[src/rtl/mem_ctrl_pkg.sv]
// Shared definitions for the byte-serial memory controller: width/rw/sign codes,
// FSM state encoding and the byte count for each access width.
package mem_ctrl_pkg;

    localparam logic [1:0] WIDE_BYTE = 2'b00;
    localparam logic [1:0] WIDE_HALF = 2'b01;
    localparam logic [1:0] WIDE_WORD = 2'b10;

    localparam logic RW_READ  = 1'b0;
    localparam logic RW_WRITE = 1'b1;

    localparam logic EXT_ZERO = 1'b0;
    localparam logic EXT_SIGN = 1'b1;

    typedef enum logic [1:0] {
        IDLE      = 2'd0,
        ACCESS    = 2'd1,
        WAIT_LAST = 2'd2,
        DONE      = 2'd3
    } state_t;

    // Encoding 2'b11 is handled as a full word
    function automatic logic [2:0] byte_count(input logic [1:0] wide);
        case (wide)
            WIDE_BYTE: byte_count = 3'd1;
            WIDE_HALF: byte_count = 3'd2;
            default:   byte_count = 3'd4;
        endcase
    endfunction

endpackage

[src/rtl/mem_ext.sv]
// Load-data extender: sign or zero fills byte/half results to 32 bits.
// Purely combinational; word (and 2'b11) results pass through unchanged.
module mem_ext
    import mem_ctrl_pkg::*;
(
    input  logic [31:0] raw,
    input  logic [1:0]  wide,
    input  logic        sgn,
    output logic [31:0] ext
);

    always_comb begin
        ext = raw;
        case (wide)
            WIDE_BYTE: ext = {{24{(sgn == EXT_SIGN) && raw[7]}},  raw[7:0]};
            WIDE_HALF: ext = {{16{(sgn == EXT_SIGN) && raw[15]}}, raw[15:0]};
            default:   ext = raw;
        endcase
    end

endmodule

[src/rtl/mem_ctrl.sv]
// Arbitrates IF and MEM onto one byte-wide sync RAM, serialising 1/2/4-byte accesses.
// Latency: reads done at t(N+2), writes at t(N+1); requesters stall until their done pulse.
module mem_ctrl
    import mem_ctrl_pkg::*;
#(
    parameter int ADDR_W = 32,
    parameter int DATA_W = 32
) (
    input  logic              clk,
    input  logic              rst,
    input  logic              if_req,
    input  logic [ADDR_W-1:0] if_addr,
    output logic              if_done,
    output logic [DATA_W-1:0] if_data,
    input  logic              mem_req,
    input  logic              mem_rw,
    input  logic              mem_signed,
    input  logic [1:0]        mem_wide,
    input  logic [ADDR_W-1:0] mem_addr,
    input  logic [DATA_W-1:0] mem_wdata,
    output logic              mem_done,
    output logic [DATA_W-1:0] mem_rdata,
    output logic              stallreq_if,
    output logic              stallreq_mem,
    output logic [ADDR_W-1:0] ram_a,
    output logic              ram_wr,
    output logic [7:0]        ram_dout,
    input  logic [7:0]        ram_din
);

    state_t            state, state_nxt;
    logic [1:0]        cnt;
    logic [1:0]        cnt_inc;
    logic [1:0]        cap_idx;
    logic              owner_mem;
    logic              rw_q;
    logic              sgn_q;
    logic [1:0]        wide_q;
    logic [ADDR_W-1:0] base_q;
    logic [DATA_W-1:0] wdata_q;
    logic [DATA_W-1:0] raw_q;
    logic [DATA_W-1:0] raw_ins;
    logic [DATA_W-1:0] ext_ins;
    logic              last;

    assign cnt_inc = cnt + 2'd1;
    assign last    = ({1'b0, cnt} == (byte_count(wide_q) - 3'd1));

    assign if_done      = (state == DONE) && !owner_mem;
    assign mem_done     = (state == DONE) &&  owner_mem;
    assign stallreq_if  = if_req  && !if_done;
    assign stallreq_mem = mem_req && !mem_done;

    always_ff @(posedge clk or negedge rst) begin
        if (!rst) begin
            state <= IDLE;
        end else begin
            state <= state_nxt;
        end
    end

    always_comb begin
        state_nxt = state;
        case (state)
            IDLE:      if (mem_req || if_req) state_nxt = ACCESS;
            ACCESS:    if (last) state_nxt = (rw_q == RW_WRITE) ? DONE : WAIT_LAST;
            WAIT_LAST: state_nxt = DONE;
            default:   state_nxt = IDLE;
        endcase
    end

    // RAM data lags its address by one cycle, so ACCESS fills byte cnt-1
    // and WAIT_LAST fills the final byte at cnt.
    always_comb begin
        cap_idx = (state == WAIT_LAST) ? cnt : (cnt - 2'd1);
        raw_ins = raw_q;
        raw_ins[{cap_idx, 3'b000} +: 8] = ram_din;
    end

    mem_ext u_ext (
        .raw  (raw_ins),
        .wide (wide_q),
        .sgn  (sgn_q),
        .ext  (ext_ins)
    );

    always_ff @(posedge clk or negedge rst) begin
        if (!rst) begin
            cnt       <= '0;
            owner_mem <= 1'b0;
            rw_q      <= RW_READ;
            sgn_q     <= EXT_ZERO;
            wide_q    <= WIDE_WORD;
            base_q    <= '0;
            wdata_q   <= '0;
            raw_q     <= '0;
            ram_a     <= '0;
            ram_wr    <= 1'b0;
            ram_dout  <= 8'h00;
            if_data   <= '0;
            mem_rdata <= '0;
        end else begin
            case (state)
                IDLE: begin
                    // MEM wins a simultaneous request; IF keeps stalling until served
                    if (mem_req || if_req) begin
                        owner_mem <= mem_req;
                        rw_q      <= mem_req ? mem_rw : RW_READ;
                        sgn_q     <= mem_req ? mem_signed : EXT_ZERO;
                        wide_q    <= mem_req ? mem_wide : WIDE_WORD;
                        base_q    <= mem_req ? mem_addr : if_addr;
                        wdata_q   <= (mem_req && (mem_rw == RW_WRITE)) ? mem_wdata : '0;
                        raw_q     <= '0;
                        cnt       <= '0;
                        ram_a     <= mem_req ? mem_addr : if_addr;
                        ram_wr    <= mem_req && (mem_rw == RW_WRITE);
                        ram_dout  <= (mem_req && (mem_rw == RW_WRITE)) ? mem_wdata[7:0] : 8'h00;
                    end
                end
                ACCESS: begin
                    if ((rw_q == RW_READ) && (cnt != 2'd0)) begin
                        raw_q <= raw_ins;
                    end
                    if (last) begin
                        ram_wr <= 1'b0;
                    end else begin
                        cnt      <= cnt_inc;
                        ram_a    <= base_q + ADDR_W'(cnt_inc);
                        ram_dout <= wdata_q[{cnt_inc, 3'b000} +: 8];
                    end
                end
                WAIT_LAST: begin
                    if (owner_mem) begin
                        mem_rdata <= ext_ins;
                    end else begin
                        if_data <= raw_ins;
                    end
                end
                default: ;
            endcase
        end
    end

endmodule
[config.mk]
export PLATFORM = sky130hd
export DESIGN_NAME = mem_ctrl
export DESIGN_NICKNAME = d
export VERILOG_FILES = /design/src/rtl/mem_ctrl_pkg.sv /design/src/rtl/mem_ext.sv /design/src/rtl/mem_ctrl.sv
export SDC_FILE = /design/constraint.sdc
export NUM_CORES = 1
export LEC_CHECK = 0
export ABC_AREA = 1
export CORE_AREA = 2 2 168 170
export DETAILED_ROUTE_END_ITERATION = 10
export DIE_AREA = 0 0 170 172
export PLACE_DENSITY = 0.69
export SYNTH_ARGS = -nofsm -noshare
export SYNTH_HDL_FRONTEND = slang
export SYNTH_SLANG_ARGS = --single-unit
[constraint.sdc]
create_clock -name clk -period 3 [get_ports clk]
set_input_delay 0.3 -clock clk [delete_from_list [all_inputs] [get_ports clk]]
set_output_delay 0.3 -clock clk [all_outputs]
set_load 0.005 [all_outputs]
==> flow_metrics.env, run 1 <==
export IMPL_ys_warn_count=0
export IMPL_multi_input_area_sq_um=4790
export IMPL_cp_max_fo=8
export IMPL_hold_viol=0
export IMPL_start_kind="register"
export IMPL_cpPeakStageDelay_ns=0.40
export IMPL_drtPass1Iterations=5
export IMPL_fin_cells=2058
export IMPL_grt_usage_pct=22.68
export IMPL_fill_cells=2664
export IMPL_setup_viol=0
export IMPL_grt_max_degree=86
export IMPL_cp_depth=12
export IMPL_grt_remaining_overflow=0
export IMPL_regArea_sq_um=5256
export IMPL_diodes=0
export IMPL_synth_top_area_cell="dfrtp_1"
export IMPL_coreArea_sq_um=27480
export IMPL_cp_data_required_time_ns=3.45
export IMPL_fin_ws_ns=0.3547
export IMPL_cts_sinks=210
export IMPL_die_h_um=172
export IMPL_cts_resized=0
export IMPL_syn_nets=1610
export IMPL_via_per_inst=5.020
export IMPL_worst_ep_arrival_time_ns=3.10
export IMPL_dieArea_sq_um=29240
export IMPL_drtIter0Drc=915
export IMPL_synth_xor_area_share_pct=0.4040
export IMPL_status="complete, no violations"
export IMPL_clock_skew_ns=0.01454
export IMPL_post_place_ws_ns=0.3721
export IMPL_p_int_uw=9272
export IMPL_start_util_pct=39.45
export IMPL_path_class="register to register"
export IMPL_rsz0062_at_grt="no"
export IMPL_critical_path_most_common_cell="nand2_1"
export IMPL_vias=10330
export IMPL_pwr_share_comb_pct=45.9
export IMPL_dp_hpwl_um=23650
export IMPL_pwr_share_clk_pct=22.6
export IMPL_route_met2_wl_um=15020
export IMPL_p_per_area_nw_per_um2=1089
export IMPL_drv_slew=0
export IMPL_io_buffers=220
export IMPL_min_period_ns=2.645
export IMPL_synthCells=1486
export IMPL_dpl_cell_count=2011
export IMPL_syn_avg_cell_area_sq_um=7.295
export IMPL_fin_crit_sh_pct=88.18
export IMPL_synth_area_leaders="dfrtp_1 (48%), nand2_1 (19%), nor2_1 (5.9%)"
export IMPL_reg2reg_depth=12
export IMPL_synthSimpleGateAreaFrac_pct=32.43
export IMPL_vdd_ir_drop_worst_mv=0.6004
export IMPL_highest_layer="met5"
export IMPL_fmax_mhz=378.0
export IMPL_synth_adder_area_share_pct=1.454
export IMPL_area_growth_pct=32.65
export IMPL_path_clk_slew_ns=0.06
export IMPL_htreeDepth=1
export IMPL_p_seq_share_pct=31.5
export IMPL_antenna_found_initial=1
export IMPL_drc=0
export IMPL_cts_made_buffers=25
export IMPL_worstPathCellList="inv_1 -> ha_1 -> inv_6 -> nand2_1 -> nand2_2 -> ha_1 -> buf_4 -> nor2_1 -> nand2_1 -> o22ai_1 -> nand2_1 -> a21oi_1"
export IMPL_cap_viol_max_count=0
export IMPL_switching_share_pct=40.80
export IMPL_grt_pass1_wl_um=53160
export IMPL_gp_congestion=0.9522
export IMPL_netlist_area_sq_um=10840
export IMPL_die_w_um=170
export IMPL_ys_seq_elements=210
export IMPL_io_pins=221
export IMPL_rows=61
export IMPL_fin_setup_tns_ns=0
export IMPL_crit_family="adder cells"
export IMPL_muxShareOfSynthArea_pct=0.1847
export IMPL_relSlewSlack_pct=50.65
export IMPL_clockBufferDepth=3
export IMPL_clock_latency_ns=0.54
export IMPL_drive_gt1_share_pct=6.308
export IMPL_crit_slowest_cell="dfrtp_1"
export IMPL_hold_path_class="input port to register"
export IMPL_root_buffer="clkbuf_16"
export IMPL_drt_total_wl_um=32610
export IMPL_cts_tree="built"
export IMPL_synth_compound_gate_area_share_pct=9.614
export IMPL_synth_top_family_by_area="simple AND/OR/NAND/NOR gates"
export IMPL_path_buf_inv=3
export IMPL_worstMarginPinSlew_ns=0.7403
export IMPL_leakage_uw=0.006697
export IMPL_holdPathStages=3
export IMPL_grt_pass1_vias=10110
export IMPL_wl_met3_um=1805
export IMPL_nets=1817
export IMPL_synth_cell_types=38
export IMPL_seq_area_frac_synth_pct=48.49
export IMPL_switching_power_uw=6391
export IMPL_synth_top_area_share_pct=48.25
export IMPL_ant_nets=0
export IMPL_wl_per_cell_um=15.85
export IMPL_drt_met1_wl_um=14810
export IMPL_endpoint_kind="register"
flip-flops by register name, indices dropped and copies added, names as in the netlist, 8 cells and up:
register	count
mem_rdata	32
if_data	32
raw_q	32
ram_dout	8
ram_a	32
wdata_q	32
base_q	32
Yosys cell counts, drive strengths merged:
master,n
a21oi,30
a31o,2
a31oi,17
buf,36
clkbuf,31
clkinv,4
dfrtp,209
dfstp,1
fa,1
ha,11
inv,126
mux2i,2
nand2,561
nand3,127
nand3b,1
nand4,1
nor2,174
nor3,3
o21a,1
o21ai,109
o21bai,1
o22ai,30
o31ai,1
or2,2
xor2,5
repair_timing:
item | in CTS | in global routing
setup buffers | 0 | 0
hold buffers | 1 | 0
hold endpoints to repair | 81 | 0
worst min-delay path, cell delays in order:
cell	delay, ns
clkdlybuf4s50_1	0.40
nand2_1	0.06
nand2_1	0.04
path summary, 6_finish.rpt:
kind	from	end	slack (ns)
min in group asynchronous	rst	mem_rdata[3]$_DFFE_PN0P_	0.37
min reg2reg	wdata_q[15]$_DFFE_PN0P_	wdata_q[15]$_DFFE_PN0P_	0.47
max	state[0]$_DFFE_PN0P_	mem_rdata[9]$_DFFE_PN0P_	0.35
min	mem_wide[0]	wide_q[0]$_DFFE_PN0P_	0.31
max reg2reg	state[0]$_DFFE_PN0P_	mem_rdata[9]$_DFFE_PN0P_	0.35
max in group asynchronous	rst	if_data[20]$_DFFE_PN0P_	1.82
per-stage QoR:
step | area (sq um) | hold slack, ns | util (%) | total power (uW)
6_report | 14380 | 0.3086 | 52.34 | 15660
5_1_grt | 14380 | 0.3306 | 52.34 | 16900
4_1_cts | 14380 | 0.2958 | 52.34 | 15760
3_5_place_dp | 13400 | 0.4176 | 48.76 | 12160
3_3_place_gp | 13400 | 0.4101 | 48.76 | 12010
2_1_floorplan | 10840 | 0.004409 | - | 9076
power by group through the flow:
stage | registers, uW | logic (uW) | clock network [uW]
2_1_floorplan | 4780 | 4290 | 0
3_3_place_gp | 4940 | 7060 | 0
3_5_place_dp | 4950 | 7210 | 0
4_1_cts | 4930 | 7240 | 3580
5_1_grt | 5080 | 8120 | 3700
6_report | 4940 | 7190 | 3540
cells by family (layout without fill, tap and decap cells):
family	Yosys count	after routing
buffers and inverters	197	423
AOI/OAI and AO/OA	191	191
muxes	2	2
adders and majority gates	12	12
DFF	210	210
and+or+nand+nor	869	869
xor gates and xnor gates	5	5
area by class of cell:
type / count / area share (%)
clock buffers: 31 / 4.855
multi-input cells: 1079 / 33.31
repair buffers: 247 / 16.94
well taps: 346 / 3.011
clock inverters: 15 / 1.906
inverters: 130 / 3.428
flip-flops and latches: 210 / 36.55
per-layer routing:
| layer | vias up | track usage (%) |
|---|---|---|
| li1 | 5122 | - |
| met1 | 4833 | 30.91 |
| met2 | 314 | 37.62 |
| met3 | 61 | 3.548 |
| met4 | 2 | 6.540 |
| met5 | - | 0 |
placed cells by master, fill, tap and decap left out, types with 9 or more instances in the layout:
cell type,count
nand2_1,550
clkdlybuf4s50_1,219
dfrtp_1,209
nor2_1,170
nand3_1,126
inv_1,116
o21ai_0,90
o22ai_1,30
a21oi_1,30
clkbuf_16,25
buf_4,24
a31oi_1,17
o21ai_1,16
ha_1,10
inv_2,9
No activity file was read; power rests on OpenSTA's default activity.
==> run 2, diff against run 1 <==
CORE_AREA = 3 3 152 191   (was 2 2 168 170)
DIE_AREA = 0 0 155 194   (was 0 0 170 172)
PLACE_DENSITY = 0.67   (was 0.69)
==> run 2 against run 1 <==
Against the previous run: design area shrank 1.6%; total power shrank 5.0%; die area grew 2.8%; clock skew shrank 0.0046 ns; core utilization shrank 0.84 points; wire length is essentially flat; combinational power is essentially flat; maximum frequency shrank 3.2%; critical path depth is the same; non-clock buffer count shrank 3; hold slack gained 0.029 ns; final cell count is essentially flat; critical endpoint is now mem_rdata[21]$_DFFE_PN0P_.
==> flow_metrics.env, run 2 (synthesized netlist as in run 1, its figures left out) <==
export IMPL_cts_made_buffers=23
export IMPL_grt_max_degree=79
export IMPL_switching_share_pct=41.98
export IMPL_clock_skew_ns=0.009911
export IMPL_worstReg2RegStart="state[0]$_DFFE_PN0P_"
export IMPL_setup_viol=0
export IMPL_multi_input_area_sq_um=4790
export IMPL_status="complete, no violations"
export IMPL_rows=68
export IMPL_clock_latency_ns=0.51
export IMPL_worstMarginPinSlew_ns=0.7221
export IMPL_p_seq_share_pct=32.9
export IMPL_grt_pass1_wl_um=52980
export IMPL_io_pins=221
export IMPL_ant_nets=0
export IMPL_start_kind="register"
export IMPL_relSlewSlack_pct=51.79
export IMPL_gp_congestion=0.8796
export IMPL_cap_viol_max_count=0
export IMPL_clockBufferDepth=3
export IMPL_nets=1812
export IMPL_coreArea_sq_um=27480
export IMPL_reg2reg_depth=12
export IMPL_die_w_um=155
export IMPL_drtPass1Iterations=7
export IMPL_hold_path_class="input port to register"
export IMPL_cts_hold_buf=1
export IMPL_regArea_sq_um=5256
export IMPL_drive_gt1_share_pct=5.806
export IMPL_leakage_uw=0.006592
export IMPL_grt_remaining_overflow=0
export IMPL_wl_per_cell_um=15.87
export IMPL_root_buffer="clkbuf_16"
export IMPL_hold_viol=0
export IMPL_drv_slew=0
export IMPL_endpoint_kind="register"
export IMPL_fin_crit_sh_pct=91.10
export IMPL_hold_end="wide_q[0]$_DFFE_PN0P_"
export IMPL_rsz0062_at_grt="no"
export IMPL_vias=10210
export IMPL_vdd_ir_drop_worst_mv=0.4807
export IMPL_final_cell_mix="nand2_1 (550), clkdlybuf4s50_1 (219), dfrtp_1 (209)"
export IMPL_worst_ep_arrival_time_ns=3.18
export IMPL_cts_tree="built"
export IMPL_path_class="register to register"
export IMPL_path_clk_slew_ns=0.06
export IMPL_via_per_inst=4.968
export IMPL_htreeDepth=1
export IMPL_drtIter0Drc=484
export IMPL_antenna_found_initial=3
export IMPL_min_period_ns=2.733
export IMPL_cts_resized=0
export IMPL_grt_pass1_vias=10130
export IMPL_timing_rr_end="mem_rdata[21]$_DFFE_PN0P_"
export IMPL_dieArea_sq_um=30070
export IMPL_fill_cells=2672
export IMPL_fmax_mhz=365.9
export IMPL_die_h_um=194
export IMPL_start_util_pct=39.45
export IMPL_fin_setup_tns_ns=0
export IMPL_min_from="mem_wide[0]"
export IMPL_cp_data_required_time_ns=3.44
export IMPL_drt_total_wl_um=32630
export IMPL_p_per_area_nw_per_um2=1052
export IMPL_r2r_slack_ns=0.27
export IMPL_p_int_uw=8638
export IMPL_switching_power_uw=6250
export IMPL_grt_usage_pct=21.29
export IMPL_pwr_share_clk_pct=18.8
export IMPL_io_buffers=220
export IMPL_area_growth_pct=30.55
export IMPL_holdPathStages=3
export IMPL_cp_max_fo=11
export IMPL_final_util_pct=51.50
export IMPL_drc=0
export IMPL_postCtsSetupBuffers=0
export IMPL_mostFrequentLayoutCell="nand2_1"
export IMPL_dp_hpwl_um=24050
export IMPL_cts_sinks=210
export IMPL_pwr_share_comb_pct=48.3
==> run 2: worst max path at each step <==
stage                                            to  slack, ns                 start  cells after the start
after floorplan           mem_rdata[16]$_DFFE_PN0P_       0.25    cnt[0]$_DFFE_PN0P_                     13
after global placement    mem_rdata[17]$_DFFE_PN0P_       0.39  state[0]$_DFFE_PN0P_                     12
after detailed placement  mem_rdata[21]$_DFFE_PN0P_       0.26  state[0]$_DFFE_PN0P_                     12
after CTS                 mem_rdata[21]$_DFFE_PN0P_       0.24  state[0]$_DFFE_PN0P_                     12
after global routing      mem_rdata[18]$_DFFE_PN0P_       0.02  state[0]$_DFFE_PN0P_                     12
final                     mem_rdata[21]$_DFFE_PN0P_       0.27  state[0]$_DFFE_PN0P_                     12
==> run 2: layout make-up <==
cell class | count | share of cell area, %
Tap cell | 350 | 3.094
Clock inverter | 11 | 0.6454
Multi-Input combinational cell | 1079 | 33.84
Sequential cell | 210 | 37.14
Timing Repair Buffer | 244 | 17.14
Inverter | 130 | 3.483
Clock buffer | 31 | 4.633
Antenna cell | 1 | 0.01768
==> run 2: per-layer routing <==
| layer | global-route usage (%) | vias up | routed length, um |
|---|---|---|---|
| li1 | - | 5123 | - |
| met1 | 26.84 | 4722 | 13420 |
| met4 | 6.839 | 4 | 1033 |
| met2 | 37.05 | 302 | 16250 |
| met3 | 3.595 | 63 | 1908 |
| met5 | 0 | - | 23 |
==> run 2: power groups by stage <==
stage / Clock (uW) / Combinational [uW] / Sequential (uW)
after floorplan: 0 / 4290 / 4780
after global placement: 0 / 7120 / 4910
after detailed placement: 0 / 7250 / 4920
after CTS: 2870 / 7290 / 4900
after global routing: 2990 / 8100 / 5060
final: 2800 / 7200 / 4890
==> run 2: critical path, stage by stage (launching register included) <==
cell     delay (ns)
dfrtp_1        0.40
inv_1          0.11
ha_1           0.41
inv_6          0.07
nand2_1        0.08
nand2_2        0.11
ha_1           0.46
or2_2          0.37
nor2_4         0.20
nand3_1        0.15
a21oi_1        0.16
nor2_1         0.07
nor2_1         0.09
==> run 2: per-stage QoR <==
step / cell area [sq um] / setup WS (ns) / std cells / power (uW) / hold WS, ns
after global routing: 14150 / 0.02402 / 2056 / 16140 / 0.3456
after CTS: 14150 / 0.2435 / 2055 / 15050 / 0.3267
after detailed placement: 13390 / 0.2609 / 2012 / 12170 / 0.3947
after global placement: 13390 / 0.3851 / 2012 / 12030 / 0.3951
final: 14150 / 0.2670 / 2056 / 14890 / 0.3377
after floorplan: 10840 / 0.2526 / 1486 / 9076 / 0.004409
==> run 3, diff against run 2 <==
CORE_AREA = 4 4 153 192   (was 3 3 152 191)
DIE_AREA = 0 0 157 196   (was 0 0 155 194)
==> run 3 against run 2 <==
Against the previous run: core utilization rose by 0.059 points; wire length rose by 0.80%; clock power rose by 4%; first-iteration DRC count rose by 12%; sequential share of layout area barely moved; register-to-register slack improved by 0.05 ns; setup slack improved by 0.047 ns; final cell count fell by 0.15%; maximum frequency rose by 1.8%; non-clock buffer count did not move.
==> flow_metrics.env, run 3 (synthesized netlist as in run 1, its figures left out) <==
export IMPL_wl_per_cell_um=16.02
export IMPL_grt_busiest_layer="met2"
export IMPL_endpoint_kind="register"
export IMPL_dp_hpwl_um=24290
export IMPL_vias=10250
export IMPL_min_period_ns=2.686
export IMPL_hold_path_class="input port to asynchronous set/reset pin"
export IMPL_cts_hold_buf=1
export IMPL_cts_resized=0
export IMPL_coreArea_sq_um=27480
export IMPL_relSlewSlack_pct=51.17
export IMPL_drt_total_wl_um=32890
export IMPL_nets=1812
export IMPL_cpPeakStageDelay_ns=0.45
export IMPL_worst_ep_arrival_time_ns=3.13
export IMPL_crit_slowest_cell="ha_1"
export IMPL_grt_usage_pct=21.08
export IMPL_path_clk_slew_ns=0.06
export IMPL_area_growth_pct=30.70
export IMPL_cts_sinks=210
export IMPL_grt_pass1_vias=10220
export IMPL_hold_viol=0
export IMPL_start_kind="register"
export IMPL_drtIter0Drc=543
export IMPL_clock_latency_ns=0.52
export IMPL_cp_data_required_time_ns=3.44
export IMPL_grt_util_met1_pct=26.63
export IMPL_fin_crit_sh_pct=89.52
export IMPL_drtPass1Iterations=5
export IMPL_fin_ws_ns=0.3144
export IMPL_post_place_ws_ns=0.3122
export IMPL_grt_remaining_overflow=0
export IMPL_grtUsageMet2_pct=37.14
export IMPL_grt_max_degree=79
export IMPL_cap_viol_max_count=0
export IMPL_path_class="register to register"
export IMPL_cp_max_fo=11
export IMPL_status="complete, no violations"
export IMPL_start_util_pct=39.45
export IMPL_p_per_area_nw_per_um2=1059
export IMPL_whs_ns=0.3144
export IMPL_rows=68
export IMPL_worstMarginPinSlew_ns=0.7314
export IMPL_ant_nets=0
export IMPL_root_buffer="clkbuf_16"
export IMPL_vdd_ir_drop_worst_mv=0.5710
export IMPL_drv_slew=0
export IMPL_clock_skew_ns=0.01766
export IMPL_setup_viol=0
export IMPL_fin_setup_tns_ns=0
export IMPL_path_buf_inv=2
export IMPL_grt_pass1_wl_um=52960
export IMPL_drive_gt1_share_pct=5.637
export IMPL_postCtsSetupBuffers=0
export IMPL_cp_depth=12
export IMPL_leakage_uw=0.006595
export IMPL_mostFrequentLayoutCell="nand2_1"
export IMPL_die_h_um=196
export IMPL_worstPathCellList="inv_1 -> ha_1 -> inv_6 -> nand2_1 -> nand2_2 -> ha_1 -> or2_2 -> nor2_4 -> nand3_1 -> a21oi_1 -> nor2_1 -> nor2_1"
export IMPL_cts_made_buffers=23
export IMPL_crit_family="simple AND/OR/NAND/NOR gates"
export IMPL_dieArea_sq_um=30770
export IMPL_diodes=0
export IMPL_rsz0062_at_grt="no"
export IMPL_clockBufferDepth=3
export IMPL_gp_congestion=0.8879
export IMPL_final_cell_mix="nand2_1 (550), clkdlybuf4s50_1 (219), dfrtp_1 (209)"
export IMPL_use_met3_pct=3.089
export IMPL_io_buffers=220
export IMPL_cts_tree="built"
export IMPL_fmax_mhz=372.4
export IMPL_htreeDepth=1
export IMPL_via_per_inst=4.991
export IMPL_reg2reg_depth=12
export IMPL_drc=0
export IMPL_antenna_found_initial=0
export IMPL_die_w_um=157
export IMPL_io_pins=221
-- run 3: final timing paths --
| check | from | endpoint | slack [ns] |
|---|---|---|---|
| worst max-delay path | state[0]$_DFFE_PN0P_ | mem_rdata[16]$_DFFE_PN0P_ | 0.31 |
| worst min-delay path | rst | ram_a[17]$_DFFE_PN0P_ | 0.31 |
| worst max register to register | state[0]$_DFFE_PN0P_ | mem_rdata[16]$_DFFE_PN0P_ | 0.31 |
| worst min register to register | wdata_q[26]$_DFFE_PN0P_ | wdata_q[26]$_DFFE_PN0P_ | 0.47 |
| max in group asynchronous | rst | wide_q[1]$_DFFE_PN1P_ | 1.85 |
| min in group clk | mem_wide[0] | wide_q[0]$_DFFE_PN0P_ | 0.33 |
-- run 3: layout make-up --
type	instances	area [sq um]
fillers	2693	13310
flip-flops and latches	210	5256
multi-input cells	1079	4790
repair buffers	244	2426
clock buffers	33	673.1
inverters	130	493.0
well taps	350	437.9
clock inverters	7	92.59
-- run 3: per-stage QoR --
step | instances | total power [uW] | utilization (%) | cell area (sq um)
after floorplan | 1486 | 9076 | - | 10840
after global placement | 2012 | 12050 | 48.73 | 13390
after detailed placement | 2012 | 12190 | 48.73 | 13390
after CTS | 2053 | 15160 | 51.56 | 14170
after global routing | 2053 | 16210 | 51.56 | 14170
final | 2053 | 15000 | 51.56 | 14170
-- run 3: per-layer routing --
| metal | vias up | share of wire, % |
|---|---|---|
| met3 | 57 | 5.7 |
| met4 | 0 | 2.9 |
| met5 | - | 0 |
| met2 | 307 | 50 |
| met1 | 4767 | 41 |
| li1 | 5115 | - |
-- run 3: power breakdown --
group          leakage (uW)  switching [uW]  internal, uW
clock network      0.000380            1170          1730
registers           0.00270             829          4070
logic               0.00352            4260          2940
